## src/rtl/axi_pkg.sv

```systemverilog
// Shared AXI encodings, write-responder state type and size limits.
package axi_pkg;

  localparam logic [1:0] BURST_FIXED = 2'b00;
  localparam logic [1:0] BURST_INCR  = 2'b01;
  localparam logic [1:0] BURST_WRAP  = 2'b10;

  localparam logic [1:0] RESP_OKAY   = 2'b00;
  localparam logic [1:0] RESP_SLVERR = 2'b10;

  typedef enum logic [1:0] {
    ST_IDLE = 2'd0,
    ST_DATA = 2'd1,
    ST_RESP = 2'd2
  } wr_state_t;

  localparam int unsigned BUS_DATA_WIDTH = 64;

  // Largest legal awsize for a bus of the given width: log2(bytes per beat).
  function automatic int unsigned max_size(input int unsigned data_width);
    return $clog2(data_width / 8);
  endfunction

  localparam int unsigned MAX_SIZE = $clog2(BUS_DATA_WIDTH / 8);

endpackage

```

## src/rtl/axi_addr_gen.sv

```systemverilog
// Combinational AXI next-beat address for FIXED/INCR/WRAP bursts.
module axi_addr_gen
  import axi_pkg::*;
#(
  parameter int unsigned ADDR_WIDTH = 32
) (
  input  logic [ADDR_WIDTH-1:0] addr,
  input  logic [1:0]            burst,
  input  logic [2:0]            size,
  input  logic [7:0]            len,
  output logic [ADDR_WIDTH-1:0] next_addr_c
);

  logic [ADDR_WIDTH-1:0] step;
  logic [ADDR_WIDTH-1:0] incr_addr;
  logic [ADDR_WIDTH-1:0] wrap_mask;

  assign step      = ADDR_WIDTH'(1) << size;
  assign incr_addr = addr + step;
  // Wrap boundary is the total burst size (len+1) << size; mask selects the in-window offset.
  assign wrap_mask = ((ADDR_WIDTH'(len) + ADDR_WIDTH'(1)) << size) - ADDR_WIDTH'(1);

  // Select the next address by burst type; reserved encoding holds the address.
  always_comb begin
    next_addr_c = addr;
    case (burst)
      BURST_INCR: next_addr_c = incr_addr;
      BURST_WRAP: next_addr_c = (addr & ~wrap_mask) | (incr_addr & wrap_mask);
      default:    next_addr_c = addr;
    endcase
  end

endmodule

```

## src/rtl/axi_write_responder.sv

```systemverilog
// AXI write-path subordinate terminator: one burst at a time into the cache write port.
module axi_write_responder
  import axi_pkg::*;
#(
  parameter int unsigned ADDR_WIDTH = 32,
  parameter int unsigned DATA_WIDTH = 64,
  parameter int unsigned ID_WIDTH   = 4
) (
  input  logic                    clk,
  input  logic                    rst_n,
  input  logic [ADDR_WIDTH-1:0]   s_awaddr,
  input  logic [ID_WIDTH-1:0]     s_awid,
  input  logic [1:0]              s_awburst,
  input  logic [2:0]              s_awsize,
  input  logic [7:0]              s_awlen,
  input  logic                    s_awvalid,
  output logic                    s_awready,
  input  logic [DATA_WIDTH-1:0]   s_wdata,
  input  logic [DATA_WIDTH/8-1:0] s_wstrb,
  input  logic                    s_wlast,
  input  logic                    s_wvalid,
  output logic                    s_wready,
  output logic [ID_WIDTH-1:0]     s_bid,
  output logic [1:0]              s_bresp,
  output logic                    s_bvalid,
  input  logic                    s_bready,
  output logic                    mem_wen,
  output logic [ADDR_WIDTH-1:0]   mem_waddr,
  output logic [DATA_WIDTH-1:0]   mem_wdata,
  output logic [DATA_WIDTH/8-1:0] mem_wstrb,
  input  logic                    mem_wready
);

  localparam int unsigned SIZE_LIMIT = max_size(DATA_WIDTH);

  wr_state_t             state_q;
  wr_state_t             state_d;

  logic [ID_WIDTH-1:0]   id_q;
  logic [ADDR_WIDTH-1:0] addr_q;
  logic [1:0]            burst_q;
  logic [2:0]            size_q;
  logic [7:0]            len_q;
  logic [7:0]            cnt_q;
  logic                  err_q;
  logic                  sup_q;

  logic [ADDR_WIDTH-1:0] next_addr;
  logic [ADDR_WIDTH-1:0] align_mask;
  logic                  cap_err_c;
  logic                  aw_hs_c;
  logic                  beat_c;
  logic                  over_c;
  logic                  short_c;

  assign aw_hs_c    = s_awvalid & s_awready;
  assign beat_c     = s_wvalid & s_wready;
  assign over_c     = cnt_q > len_q;
  assign short_c    = cnt_q < len_q;
  assign align_mask = (ADDR_WIDTH'(1) << s_awsize) - ADDR_WIDTH'(1);

  // Illegal AW parameters detected at capture time.
  always_comb begin
    cap_err_c = 1'b0;
    if (s_awburst == 2'b11) cap_err_c = 1'b1;
    if (32'(s_awsize) > SIZE_LIMIT) cap_err_c = 1'b1;
    if (s_awburst == BURST_WRAP) begin
      if (!(s_awlen == 8'd1 || s_awlen == 8'd3 || s_awlen == 8'd7 || s_awlen == 8'd15))
        cap_err_c = 1'b1;
      if ((s_awaddr & align_mask) != '0) cap_err_c = 1'b1;
    end
  end

  axi_addr_gen #(
    .ADDR_WIDTH (ADDR_WIDTH)
  ) u_addr_gen (
    .addr        (addr_q),
    .burst       (burst_q),
    .size        (size_q),
    .len         (len_q),
    .next_addr_c (next_addr)
  );

  // State register.
  always_ff @(posedge clk or negedge rst_n) begin
    if (!rst_n) state_q <= ST_IDLE;
    else        state_q <= state_d;
  end

  // Next-state logic; burst end is signalled by wlast alone.
  always_comb begin
    state_d = state_q;
    case (state_q)
      ST_IDLE: if (aw_hs_c)            state_d = ST_DATA;
      ST_DATA: if (beat_c && s_wlast)  state_d = ST_RESP;
      ST_RESP: if (s_bready)           state_d = ST_IDLE;
      default:                         state_d = ST_IDLE;
    endcase
  end

  // Handshake outputs decoded from state; W readiness follows the cache port.
  always_comb begin
    s_awready = 1'b0;
    s_wready  = 1'b0;
    s_bvalid  = 1'b0;
    case (state_q)
      ST_IDLE: s_awready = 1'b1;
      ST_DATA: s_wready  = mem_wready;
      ST_RESP: s_bvalid  = 1'b1;
      default: s_awready = 1'b0;
    endcase
  end

  // Burst context, beat counter, address and error tracking.
  always_ff @(posedge clk or negedge rst_n) begin
    if (!rst_n) begin
      id_q    <= '0;
      addr_q  <= '0;
      burst_q <= '0;
      size_q  <= '0;
      len_q   <= '0;
      cnt_q   <= '0;
      err_q   <= 1'b0;
      sup_q   <= 1'b0;
    end else if (aw_hs_c) begin
      id_q    <= s_awid;
      addr_q  <= s_awaddr;
      burst_q <= s_awburst;
      size_q  <= s_awsize;
      len_q   <= s_awlen;
      cnt_q   <= '0;
      err_q   <= cap_err_c;
      sup_q   <= cap_err_c;
    end else if (beat_c) begin
      if (cnt_q != 8'hFF) cnt_q <= cnt_q + 8'd1;
      addr_q <= next_addr;
      if (over_c || (s_wlast && short_c)) err_q <= 1'b1;
    end
  end

  assign mem_wen   = beat_c & ~sup_q & ~over_c;
  assign mem_waddr = addr_q;
  assign mem_wdata = s_wdata;
  assign mem_wstrb = s_wstrb;
  assign s_bid     = id_q;
  assign s_bresp   = err_q ? RESP_SLVERR : RESP_OKAY;

endmodule

```

## config.mk

```make
export PLATFORM = sky130hd
export DESIGN_NAME = axi_write_responder
export DESIGN_NICKNAME = d
export VERILOG_FILES = /design/src/rtl/axi_pkg.sv /design/src/rtl/axi_addr_gen.sv /design/src/rtl/axi_write_responder.sv
export SDC_FILE = /design/constraint.sdc
export NUM_CORES = 1
export LEC_CHECK = 0
export ABC_AREA = 0
export CAP_MARGIN = 40
export CELL_PAD_IN_SITES_DETAIL_PLACEMENT = 1
export CELL_PAD_IN_SITES_GLOBAL_PLACEMENT = 1
export CORE_AREA = 2 2 165 135
export CTS_BUF_LIST = sky130_fd_sc_hd__clkbuf_16
export DETAILED_ROUTE_END_ITERATION = 10
export DIE_AREA = 0 0 167 137
export GPL_ROUTABILITY_DRIVEN = 1
export PLACE_DENSITY_LB_ADDON = 0.08
export SYNTH_ARGS = -nofsm -noshare
export SYNTH_HDL_FRONTEND = slang
export SYNTH_SLANG_ARGS = --single-unit
```

## constraint.sdc

```tcl
create_clock -name clk -period 3.5 [get_ports clk]
set_clock_uncertainty 0.05 [all_clocks]
set_input_delay 0.7 -clock clk [delete_from_list [all_inputs] [get_ports clk]]
set_output_delay 0.7 -clock clk [all_outputs]
set_load 0.01 [all_outputs]
```

==> results.toml, run 1 <==
[global_route]
grt.total_usage = 0.194
grt_antenna_before_repair = 0
grt_overflow_total = 0
first_global_vias = 5943
grt_pass1_wl_um = 34400
grt_max_degree = 52

[critical_path]
r2r_setup_slack_ns = 0.17
cp-end-kind = "flip-flop"
arrival_ns = 3.49
worstPathRequired_ns = 3.65
cp-start-kind = "flip-flop"
critical_path_class = "reg -> reg"
worst_r2r_path_depth = 14
cp_max_fo = 6

[layout]
antenna_cells = 0
fin_nets = 942
fin_cells = 1071
syn_to_final_growth_pct = 25.6
fill_cells = 2532
finalInstanceArea_sq_mm = 0.00736
final_layout_size_suffix_gt1_frac = 0.157

[cts]
clock_latency_ns = 0.34
path_clk_slew_ns = 0.06
clockBufferDepth = 2
htree_levels = 3
cts_hold_buf = 0
cts_tree = "built"
cts_sinks = 61
cts_buffers = 9
cts-root-buf = "clkbuf_16"

[power]
irDropWorstVdd_v = 0.000237
internal-power_w = 0.00312
combPwrFrac = 0.609
p_seq_frac = 0.234
swShare = 0.455
total_power_w = 0.00572
p_per_area_mw_per_mm2 = 778
p_sw_w = 0.00260
p_leak_nw = 2.94
clkPwrFrac = 0.157

[placed_design]
dpl.cell_count = 1045
gp_congestion = 0.885
io_buffers = 96
place_area_sq_mm = 0.00687
place_hpwl_um = 17900

[flow_run]
drv_cap = 0

[sta]
finalCritPeriodShare = 0.953
tightest_slew_ns = 0.736
finalMaxSlewViolations = 0
fin_crit_ns = 3.33
hold_violations = 0
finalSetupViolCount = 0
final.setup.tns_ns = 0
max-slew-margin-rel = 0.509
fmax_mhz = 300

[routing]
drt_wl_total_um = 22700
drt_first_pass_iters = 5
num_vias = 5811
drtIter0Drc = 285
viasPerCell = 5.43
antenna_left = 0
wl_per_cell_um = 21.2
drc_errors = 0

[synth]
synth.yosys.seq_area_share = 0.261
yosysTopAreaCell = "dfrtp_1"
synth-edff-count = 0
synth_top_area_frac = 0.261
syn-num-nets = 888
synth_seq_cells = 61
syn_area_sq_mm = 0.00586
ys_async_sr_fraction = 1.00
synth_cell_types = 80
synthTopCellsByArea = "dfrtp_1 26%, buf_4 9.6%, nand2_1 5.8%, ha_1 4.7%, o21ai_0 4.5%"
synthFlopType = "dfrtp_1"
avgSynthCellArea_sq_um = 7.95
yosys_warnings = 0
synthCells = 737

[die]
io_pins = 242
initial_utilization = 0.276
dieHeight_um = 137
dieArea_sq_mm = 0.0229
fp.dieW_um = 167
num_rows = 48
core-area_sq_mm = 0.0212

[hold_path]
hp-class = "in -> async"

[outcome]
outcome = "finished clean"
==> critical path: stages, from the launching register on <==
cell,delay (ns)
dfrtp_1,0.41
ha_4,0.18
and4_4,0.31
a211oi_1,0.09
or4b_1,0.56
mux2_4,0.31
o22ai_1,0.13
and3b_2,0.21
and4b_1,0.19
ha_1,0.18
o21ai_1,0.09
a21oi_1,0.14
nand4_1,0.13
nand3_1,0.11
o211ai_1,0.09
==> power by group through the flow <==
stage	logic, W	clock network, W	registers [W]
CTS	0.00331	0.000925	0.00132
floorplan	0.00200	0	0.00128
finish	0.00349	0.000897	0.00134
global placement	0.00324	0	0.00131
detailed placement	0.00330	0	0.00132
global route	0.00381	0.000961	0.00139
==> per-layer routing <==
metal  up-vias  GRT usage  part of all wire
li1       2722          -                 -
met1      2887      0.274              0.49
met2       153      0.286              0.42
met3        49     0.0613             0.068
met4         0     0.0465             0.014
met5         -          0                 0
==> cells in the final DEF, fill, tap and decap left out, types with 4 or more instances in the layout <==
cell,synthesis,routed
a211oi_1,8,7
a21o_1,5,5
a21oi_1,26,26
a31oi_1,27,27
and2_1,7,6
and3_1,7,6
and4_1,6,5
buf_12,0,4
buf_4,75,52
clkbuf_16,0,9
clkdlybuf4s50_1,0,94
dfrtp_1,61,56
dfrtp_2,0,5
ha_1,22,20
inv_1,26,27
mux2i_1,11,11
nand2_1,91,89
nand2b_1,6,6
nand3_1,19,18
nand4_1,18,18
nor2_1,59,58
nor2b_1,9,9
nor3_1,11,10
nor3b_1,5,5
nor4_1,9,9
o211ai_1,7,7
o21a_1,4,4
o21ai_0,53,49
o21ai_1,2,4
o311a_1,4,4
o31ai_1,13,13
or3_1,9,9
or4_1,12,12
xnor2_1,10,10
xor2_1,10,9
==> synth_stat cells (all sizes together), types with 8 or more instances <==
library cell	count
xnor2	12
xor2	10
ha	22
o21ai	55
a31oi	27
clkbuf	24
dfrtp	61
or4	12
inv	27
a21oi	26
nand4	19
and2	8
nand3	19
nor2	59
nor4	12
mux2i	11
a211oi	10
or3	9
nor3	11
buf	90
o31ai	14
nor2b	9
nand2	92
==> cells by family (layout without fill, tap and decap cells) <==
family,Yosys count,count (layout),synth area share
and+or+nand+nor,286,286,0.258
AOI/OAI and AO/OA,186,187,0.216
buffers and inverters,141,199,0.145
DFF,61,61,0.261
adders and majority gates,23,23,0.0504
xor gates and xnor gates,22,22,0.0355
muxes,17,17,0.0342
other,1,1,0.000640
==> path summary, 6_finish.rpt <==
kind / endpoint / start
max reg2reg: flip-flop / len_q[0]
min reg2reg: s_bid[3] / s_bid[3]
max: flip-flop / len_q[0]
max in group asynchronous: len_q[2] / rst_n
min in group clk: s_bid[3] / s_bid[3]
min: asynchronous set/reset pin / rst_n
==> area by class of cell <==
type	count	area, sq um	area share
Clock inverter	7	66.3	0.00901
Timing Repair Buffer	156	1490	0.202
Clock buffer	9	225	0.0306
Multi-Input combinational cell	536	3600	0.489
Tap cell	275	344	0.0468
Sequential cell	61	1530	0.208
Inverter	27	101	0.0138
==> per-stage QoR <==
step,hold slack (ns),utilization,worst slack (ns)
global route,0.245,0.347,-0.00992
finish,0.237,0.347,0.166
CTS,0.241,0.338,0.0273
detailed placement,0.422,0.324,-0.181
floorplan,0.354,-,0.0159
global placement,0.412,0.323,0.0418
==> repair_timing <==
item | CTS | global route
setup buffers | 0 | 9
resized for setup | 3 | 34
pin swaps | 0 | 10
endpoints found under the setup margin | 2 | 26
gates cloned | 0 | 1
Note: power is estimated with default switching activity, not from simulation.
==> inputs of run 2 (changes only) <==
- ABC_AREA: 0 -> 1
- CORE_AREA: 2 2 165 135 -> 2 2 170 139
- DIE_AREA: 0 0 167 137 -> 0 0 172 141
- SKIP_LAST_GASP: default -> 1
==> run 2 against run 1 <==
  * Register-to-register slack improved by 0.27 ns
  * Critical path depth grew 4
  * Area after synthesis rose by 2.1%
  * Combinational power grew 9.5%
  * Setup slack gained 0.27 ns
  * Largest cell class unchanged
  * Die area grew 6.0%
  * First-iteration DRC count grew 22%
  * Largest power group unchanged
  * Sequential cell count unchanged
  * Sequential share of layout area up 0.46 points
==> results.toml, run 2 <==
[sta]
fin_crit_ns = 3.06
final.setup.tns_ns = 0
fmax_mhz = 327
max-slew-margin-rel = 0.534
finalCritPeriodShare = 0.874
finalMaxSlewViolations = 0
rsz0062_at_grt = "false"
tightest_slew_ns = 0.698
finalSetupViolCount = 0
hold_violations = 0

[routing]
num_vias = 6017
viasPerCell = 4.72
drt_first_pass_iters = 4
wl_per_cell_um = 17.6
antenna_left = 0
drtIter0Drc = 348
drt_wl_total_um = 22400
drc_errors = 0

[layout]
antenna_cells = 0
final_layout_size_suffix_gt1_frac = 0.0902
final_cell_mix = "271 x nand2_1, 102 x nand3_1, 94 x clkdlybuf4s50_1, 85 x inv_1, 67 x nor2_1"
fin_nets = 1110
syn_to_final_growth_pct = 19.8
final_common_cell = "nand2_1"

[synth]
ys_async_sr_fraction = 1.00
synth_top_area_frac = 0.255
synth_cell_types = 46
synth.area.mux_share = 0
synth.most_common_cell = "nand2_1"
synthFlopType = "dfrtp_1"
synth_seq_cells = 61
yosysTopAreaCell = "dfrtp_1"
synthAdderAreaFrac = 0.0494
synth_simple_gate_area_frac = 0.379
synth.yosys.seq_area_share = 0.255
synthCells = 927
avgSynthCellArea_sq_um = 6.45
syn-num-nets = 1078
yosys_warnings = 0
syn_area_sq_mm = 0.00598
synth_compound_area_frac = 0.119
synth_common_cells = "272 x nand2_1, 102 x nand3_1, 85 x inv_1, 75 x buf_4, 69 x nor2_1"
synth-edff-count = 0
synthTopCellsByArea = "dfrtp_1 26%, nand2_1 17%, buf_4 9.4%, nand3_1 8.5%, inv_1 5.3%"
synth_xor_area_frac = 0.0278
synth_top_family_by_area = "simple AND/OR/NAND/NOR gates"

[placed_design]
place_hpwl_um = 17800
io_buffers = 96
gp_congestion = 0.824

[global_route]
grt.total_usage = 0.194
grt_overflow_total = 0
grt_max_degree = 55
first_global_vias = 6191
grt_pass1_wl_um = 36100
grt_antenna_before_repair = 0

[critical_path]
crit_top_cell = "nand2_1"
crit_path_cell_trace = "ha_1 > nand2_1 > inv_1 > nand3_1 > inv_1 > nand2_1 > nand2_1 > nand2_1 > nand2_1 > nand2_1 > nand2_1 > nor2_2 > nand3_1 > nor2_1 > ha_1 > a21oi_1 > nor2_1 > a31oi_1"
cp-end-kind = "flip-flop"
worstPathRequired_ns = 3.71
arrival_ns = 3.27
cp-start-kind = "flip-flop"
cp_max_fo = 5
cp_num_buf_inv = 2
cp_top_family = "simple AND/OR/NAND/NOR gates"
cpPeakStageDelay_ns = 0.47
critical_path_class = "reg -> reg"
crit_slowest_cell = "dfrtp_1"

[cts]
cts_sinks = 61
clockBufferDepth = 2
cts_buffers = 9
clock_latency_ns = 0.34
cts_tree = "built"
cts_hold_buf = 0
path_clk_slew_ns = 0.06
htree_levels = 3
cts-root-buf = "clkbuf_16"

[flow_run]
drv_cap = 0

[die]
dieHeight_um = 141
io_pins = 242
core-area_sq_mm = 0.0228
num_rows = 50
fp.dieW_um = 172
dieArea_sq_mm = 0.0243
initial_utilization = 0.263

[power]
total_power_w = 0.00618
p_per_area_mw_per_mm2 = 863
p_leak_nw = 3.44
irDropWorstVdd_v = 0.000272

[hold_path]
hp-class = "in -> async"

[outcome]
outcome = "finished clean"
[run 2: cell types whose count changed after synthesis, moves of 12 or more]
| cell | delta |
|---|---|
| nand2_1 | +181 |
| nand3_1 | +83 |
| inv_1 | +59 |
| a31oi_1 | -22 |
| nand2_2 | +15 |
| or4_1 | -12 |
[run 2: final timing paths]
check / startpoint / end / slack, ns / cells past startpoint
worst min register to register: s_bid[0] / s_bid[0] / 0.43 / 2
worst max-delay path: len_q[1] / flip-flop / 0.44 / 18
min in group clk: s_bid[0] / s_bid[0] / 0.43 / 2
worst max register to register: len_q[1] / flip-flop / 0.44 / 18
max in group asynchronous: rst_n / len_q[7] / 2.28 / 2
worst min-delay path: rst_n / s_bid[2] / 0.35 / 1
[run 2: cell type report]
cell class	count	area (sq um)
clock buffers	9	225
clock inverters	7	75.1
fillers	2934	15600
inverters	92	347
multi-input cells	674	3460
flip-flops and latches	61	1530
well taps	312	390
repair buffers	121	1150
[run 2: kinds of logic (layout without fill, tap and decap cells)]
| family | after synthesis | after routing |
|---|---|---|
| simple gates | 509 | 509 |
| buf+inv | 192 | 229 |
| compound gates | 122 | 122 |
| flops | 61 | 61 |
| fa+ha+maj | 23 | 23 |
| xor+xnor | 19 | 19 |
| other cells | 1 | 1 |
[run 2: per-layer routing]
metal / vias up / wire length, um / global-route usage
met5: - / 0 / 0
met4: 0 / 227 / 0.0398
met3: 19 / 1060 / 0.0309
met2: 108 / 9530 / 0.290
met1: 2864 / 11600 / 0.292
li1: 3026 / - / -
[run 2: where the power goes]
group / switching [W] / leakage, nW / internal, W / total (W)
Clock: 0.000387 / 0.138 / 0.000554 / 0.000941
Combinational: 0.00238 / 2.54 / 0.00144 / 0.00382
Sequential: 0.000412 / 0.762 / 0.00101 / 0.00142
[run 2: what timing repair did]
action / in CTS / in global routing
endpoints found under the setup margin: 1 / 2
gates resized for setup: 1 / 3
hold endpoints to repair: 0 / 0
setup buffers: 0 / 2
[run 2: stage by stage]
| stage | utilization | cells | hold WS (ns) | instance area, sq um | setup WS, ns |
|---|---|---|---|---|---|
| floorplan | - | 927 | 0.354 | 5980 | 0.673 |
| global placement | 0.300 | 1258 | 0.418 | 6840 | 0.324 |
| detailed placement | 0.300 | 1258 | 0.422 | 6840 | 0.299 |
| CTS | 0.314 | 1274 | 0.367 | 7150 | 0.0589 |
| global route | 0.315 | 1276 | 0.380 | 7170 | 0.0776 |
| finish | 0.315 | 1276 | 0.355 | 7170 | 0.439 |
